`src/rtl/debounce_filter.sv`:
```
// Input conditioner: two-flop synchronizer, stability-window filter, edge strobes
// and a saturating count of rejected pulses.
module debounce_filter #(
  parameter int FILTER_LEN = 16,
  parameter int INVERT     = 0,
  parameter int GLITCH_W   = 16
) (
  input  logic                clk,
  input  logic                rst,
  input  logic                din,
  input  logic                glitch_clr,
  output logic                dout,
  output logic                rise,
  output logic                fall,
  output logic [GLITCH_W-1:0] glitch_cnt
);

  localparam int                  CW         = (FILTER_LEN + 1 > 2) ? $clog2(FILTER_LEN + 1) : 1;
  localparam logic [CW-1:0]       CNT_LAST   = CW'(FILTER_LEN - 1);
  localparam logic                INV        = (INVERT != 0);
  localparam logic [GLITCH_W-1:0] GLITCH_MAX = '1;

  logic [1:0]          sync;
  logic                s;
  logic [CW-1:0]       cnt;
  logic [CW-1:0]       cnt_nxt;
  logic                dout_nxt;
  logic                rise_nxt;
  logic                fall_nxt;
  logic                glitch_evt;
  logic [GLITCH_W-1:0] glitch_nxt;

  // Filter decision: follow s only after it has differed from dout for FILTER_LEN edges.
  always_comb begin
    s          = sync[1] ^ INV;
    cnt_nxt    = cnt;
    dout_nxt   = dout;
    rise_nxt   = 1'b0;
    fall_nxt   = 1'b0;
    glitch_evt = 1'b0;
    if (s != dout) begin
      if (cnt == CNT_LAST) begin
        dout_nxt = s;
        cnt_nxt  = '0;
        rise_nxt = s;
        fall_nxt = ~s;
      end else begin
        cnt_nxt = cnt + CW'(1);
      end
    end else if (cnt != '0) begin
      cnt_nxt    = '0;
      glitch_evt = 1'b1;
    end else begin
      cnt_nxt = cnt;
    end

    // A clear coinciding with a rejection wins.
    if (glitch_clr) begin
      glitch_nxt = '0;
    end else if (glitch_evt && (glitch_cnt != GLITCH_MAX)) begin
      glitch_nxt = glitch_cnt + GLITCH_W'(1);
    end else begin
      glitch_nxt = glitch_cnt;
    end
  end

  // State registers; dout resets to INVERT so an idle-low pin produces no strobe.
  always_ff @(posedge clk or posedge rst) begin
    if (rst) begin
      sync       <= 2'b00;
      cnt        <= '0;
      dout       <= INV;
      rise       <= 1'b0;
      fall       <= 1'b0;
      glitch_cnt <= '0;
    end else begin
      sync       <= {sync[0], din};
      cnt        <= cnt_nxt;
      dout       <= dout_nxt;
      rise       <= rise_nxt;
      fall       <= fall_nxt;
      glitch_cnt <= glitch_nxt;
    end
  end

endmodule
```
`config.mk`:
```
export PLATFORM = sky130hd
export DESIGN_NAME = debounce_filter
export DESIGN_NICKNAME = d
export VERILOG_FILES = /design/src/rtl/debounce_filter.sv
export SDC_FILE = /design/constraint.sdc
export NUM_CORES = 1
export LEC_CHECK = 0
export CAP_MARGIN = 20
export CORE_MARGIN = 3
export CORE_UTILIZATION = 46
export DETAILED_ROUTE_END_ITERATION = 12
export PLACE_DENSITY = 0.72
export SLEW_MARGIN = 10
export SYNTH_ARGS = -nofsm -noshare
export SYNTH_HDL_FRONTEND = slang
export SYNTH_SLANG_ARGS = --single-unit
```
`constraint.sdc`:
```
create_clock -name clk -period 1.95 [get_ports clk]
set_input_delay 0.2925 -clock clk [delete_from_list [all_inputs] [get_ports clk]]
set_output_delay 0.2925 -clock clk [all_outputs]
set_load 0.005 [all_outputs]
```
Yosys cells after proc, flatten, opt, wreduce, memory -nomap -nowiden --
Index checks and enable logic that the tools add are counted.
Word-level totals: register bits 26, word-level logic and storage cells 28
Operators by class: $add $sub $neg 2, equality and inequality tests 3, multiplexer cells 11, bitwise logic cells 1, reductions and logical operators 5
Operator list (count):
- two-way mux 16 bit | 2
- adder 16 x 1 -> 16 bit (second input constant) | 1
- inequality test 16 bit (second input constant) | 1
- two-way mux 5 bit | 3
- two-way mux 1 bit | 6
- adder 5 x 1 -> 5 bit (second input constant) | 1
- equality test 5 x 4 -> 1 bit (second input constant) | 1
- nonzero test 5 bit | 1
- nonzero test 2 bit | 2
- AND reduction 2 bit | 1
- logical AND 1 bit | 1
- inequality test 1 bit | 1
- inverter 1 bit | 1

Longest topological paths before layout --
depth in word-level cells 6, gate-level depth with buffers 7, depth with buffers taken out 6

Worst setup path after synthesis --
No wires, ideal clock.
path type reg-to-reg, from reg cnt[0], to reg glitch_cnt[13], setup time 0.078 ns, data arrival time 1.984 ns, path slack -0.112 ns, cell stages (with the launch flop) 8, clock period less this slack 2.062 ns, path through dfrtp_1 inv_1 ha_1 nor4b_1 or4_1 buf_2 or4_1 a21oi_1
Between the ends: cells in the longest elaborated chain, start to end 5
Ends and longest elaborated chain:
- start, declared | line 25 | logic [CW-1:0] cnt;
- start signal, assigned | line 78 | cnt <= cnt_nxt;
- nonzero test 5 bit | line 50 | end else if (cnt != '0) begin
- two-way mux 1 bit | line 50
- two-way mux 1 bit | line 41 | if (s != dout) begin
- logical AND 1 bit | line 60 | end else if (glitch_evt && (glitch_cnt != GLITCH_MAX)) begin
- nonzero test 2 bit (no source line)
- end signal, assigned | line 82 | glitch_cnt <= glitch_nxt;
- end, declared | line 15 | output logic [GLITCH_W-1:0] glitch_cnt
Every way passes these cells. A chain may end at the register's enable or synchronous reset.

Worst setup path in the final report --
from reg cnt[0], to reg glitch_cnt[15]
The elaborated chain is that of the path after synthesis.

==> results.tsv <==
metric	value	unit
status	complete, but fails checks	
violated checks	setup timing	
Slowest cell on crit path	or4_4	
root buf cell	clkbuf_4	
Initial Util	0.507	
Yosys cell types	29	
LEAKAGE	0.804	nW
Sw Share	0.277	
crit share post-route	1.01	
Syn Nets	142	
top achievable clock speed	0.508	GHz
Top delay family on crit path	simple AND/OR/NAND/NOR gates	
Clock Tree Buf Depth	2	
global-route wire length before repair	5370	µm
CP max stage delay	0.47	ns
layout cells sized above 1	0.314	
die area	0.00356	mm²
clock share of power	0.275	
NetSw	0.000372	W
cell count after synthesis	135	
Initial DRC Count	77	
Worst Path Arrival	2.19	ns
Storage cell area	652	µm²
Buf+Inv Stages, Crit Path	1	
endpoint type of the worst setup path	flip-flop	
initial antenna violation count	0	
Top FF cell, synth	dfrtp_1	
Detailed Route WL	3480	µm
internal power	0.000972	W
Total Routing Usage GR	0.197	
Total Power	0.00134	W
Period minus WS final	1.97	ns
Initial DRT Pass Iterations	4	
grt ovf	0	
Max Slew Vio Count	0	
core area	0.00261	mm²
setup tns final	-0.0196	ns
clock-pin slew on the worst setup and hold paths	0.14	ns
worst-path cell chain	inv_1, ha_4, nor4b_4, or4_4, nor4_4, mux2_4	
Skew-Pair Late Insertion Delay	0.32	ns
Die W	59.6	µm
Combinational Power Share	0.276	
EDFF count, synth	0	
Min-Delay Path Class	input pin to async pin	
TritonCTS Buffers	3	
row count	18	
RD Place Congestion	0.868	
RSZ-0062 raised after global routing	yes	
register bit total from synthesis	26	
CTS tree	yes	
post-DP HPWL	2360	µm
Nets	193	
Max Cap Violations	0	
via count	1278	
Avg Inst Size Synth	9.81	µm²
largest net degree at the start of global routing	27	
PwrDens	692	mW/mm²
wire length per cell	16.2	µm
Post-synth ARST share	1.00	
Vias/cell	5.94	
final setup fails	1	
Clock Skews	0.00160	ns
WP data required	2.17	ns
Crit Path Class	flip-flop to flip-flop	
Max IR drop VDD	508	µV
Final ANT Viol Nets	0	
Final Util	0.744	
overall die height	59.6	µm
total clock sinks	26	
Worst Max-Slew Pin Slew	0.476	ns
crit path max fanout	5	
startpoint types	flip-flop	
cts-stage hold buffer count	0	
final worst slack	-0.0196	ns
vias in the first global route	1235	
Final Hold Vio Count	0	
area delta synth->final	46.8	%
Fillers	197	
Post-Syn Area	0.00132	mm²
H-tree depth	1	
residual DRC count	0	
post-synthesis sequential area ratio	0.491	
Max-slew headroom	0.680	
Register-to-Register Setup Slack	-0.02	ns
footprint of the multi-input gates	737	µm²
Sequential Power Share	0.449	
antenna fix cells	0	
IO Count	23	
Port Buf Inserts	22	
yosys warns	0	
[worst reg2reg max path: stages (launching register included)]
cell,delay [ns]
dfrtp_1,0.38
inv_1,0.08
ha_4,0.16
nor4b_4,0.13
or4_4,0.47
nor4_4,0.32
mux2_4,0.33
[kinds of logic after synthesis]
| group | synth area share |
|---|---|
| adders and majority gates | 0.0284 |
| AOI/OAI and AO/OA | 0.119 |
| xor gates and xnor gates | 0.0265 |
| and+or+nand+nor | 0.267 |
| muxes | 0.0340 |
| DFF | 0.491 |
| buffers and inverters | 0.0340 |
[cell usage in the layout (no fill, tap or decap), drive strengths merged, types with 3 or more instances in the layout]
| cell | instances |
|---|---|
| nor3 | 4 |
| nand3 | 10 |
| a21oi | 12 |
| or2 | 3 |
| ha | 3 |
| inv | 5 |
| nand4 | 5 |
| buf | 30 |
| nor2b | 3 |
| or3 | 4 |
| nor4 | 3 |
| o21ai | 4 |
| or4 | 8 |
| o31ai | 8 |
| nor2 | 7 |
| dfrtp | 26 |
| mux2 | 4 |
| clkdlybuf4s50 | 22 |
| nand2 | 7 |
| clkbuf | 3 |
[final timing paths]
check | startpoint | to | cells past startpoint
setup reg to reg | cnt[0] | glitch_cnt[15] | 6
hold reg to reg | sync[0] | sync[1] | 0
max in group asynchronous | rst | dout | 3
setup / recovery | cnt[0] | glitch_cnt[15] | 6
min in group clk | sync[0] | sync[1] | 0
hold / removal | rst | rise | 3
[synthesized netlist by cell type, types with 2 or more instances]
master,n,share of area
nor2_1,7,0.020
or2_2,3,0.014
nor3_1,4,0.015
xor2_1,2,0.013
o21ai_0,4,0.015
o31ai_1,8,0.045
or4_1,8,0.045
inv_1,5,0.014
nand2_1,7,0.020
mux2_2,4,0.034
or3_1,4,0.019
dfrtp_1,26,0.49
ha_1,3,0.028
nand4_1,5,0.024
nand3_1,10,0.038
nor4b_1,2,0.013
a21oi_1,12,0.045
clkbuf_1,2,0.0057
buf_2,3,0.011
nor3b_1,2,0.011
nor2b_1,3,0.014
nor4_1,3,0.014
xnor2_1,2,0.013
[layout make-up]
class | instances | share of cell area
inverters | 5 | 0.00966
well taps | 30 | 0.0193
flip-flops and latches | 26 | 0.335
multi-input cells | 98 | 0.379
clock inverters | 1 | 0.0155
clock buffers | 3 | 0.0116
repair buffers | 52 | 0.229
[power by group through the flow]
stage	Sequential, W	Combinational (W)	Clock [W]
floorplan	0.000611	0.000138	0
global placement	0.000606	0.000272	0
detailed placement	0.000608	0.000291	0
CTS	0.000598	0.000295	0.000372
global route	0.000608	0.000401	0.000395
finish	0.000604	0.000371	0.000370
[what timing repair did]
action / in CTS / in global routing
setup endpoints to repair: 5 / 16
pin swaps: 0 / 3
setup buffers: 0 / 3
resized for setup: 1 / 17
gates cloned: 0 / 0
[registers in the layout (all words and copies together), names as in the netlist]
| signal | cells |
|---|---|
| rise | 1 |
| glitch_cnt | 16 |
| cnt | 5 |
| fall | 1 |
| sync | 2 |
| dout | 1 |
[metrics by stage]
step / cells / cell area (µm²) / setup slack (ns) / hold WS [ns]
global placement: 208 / 1780 / 0.0447 / 0.340
CTS: 212 / 1840 / -0.0518 / 0.321
floorplan: 135 / 1350 / -0.0105 / 0.324
detailed placement: 208 / 1780 / -0.0176 / 0.336
finish: 215 / 1940 / -0.0196 / 0.306
global route: 215 / 1940 / -0.0837 / 0.350
[metal layers]
metal,track usage,share of wire
met3,0.0261,0.036
met1,0.255,0.43
met4,0.0665,0.018
met5,0,0
met2,0.335,0.51
(Power assumes the default switching activity.)
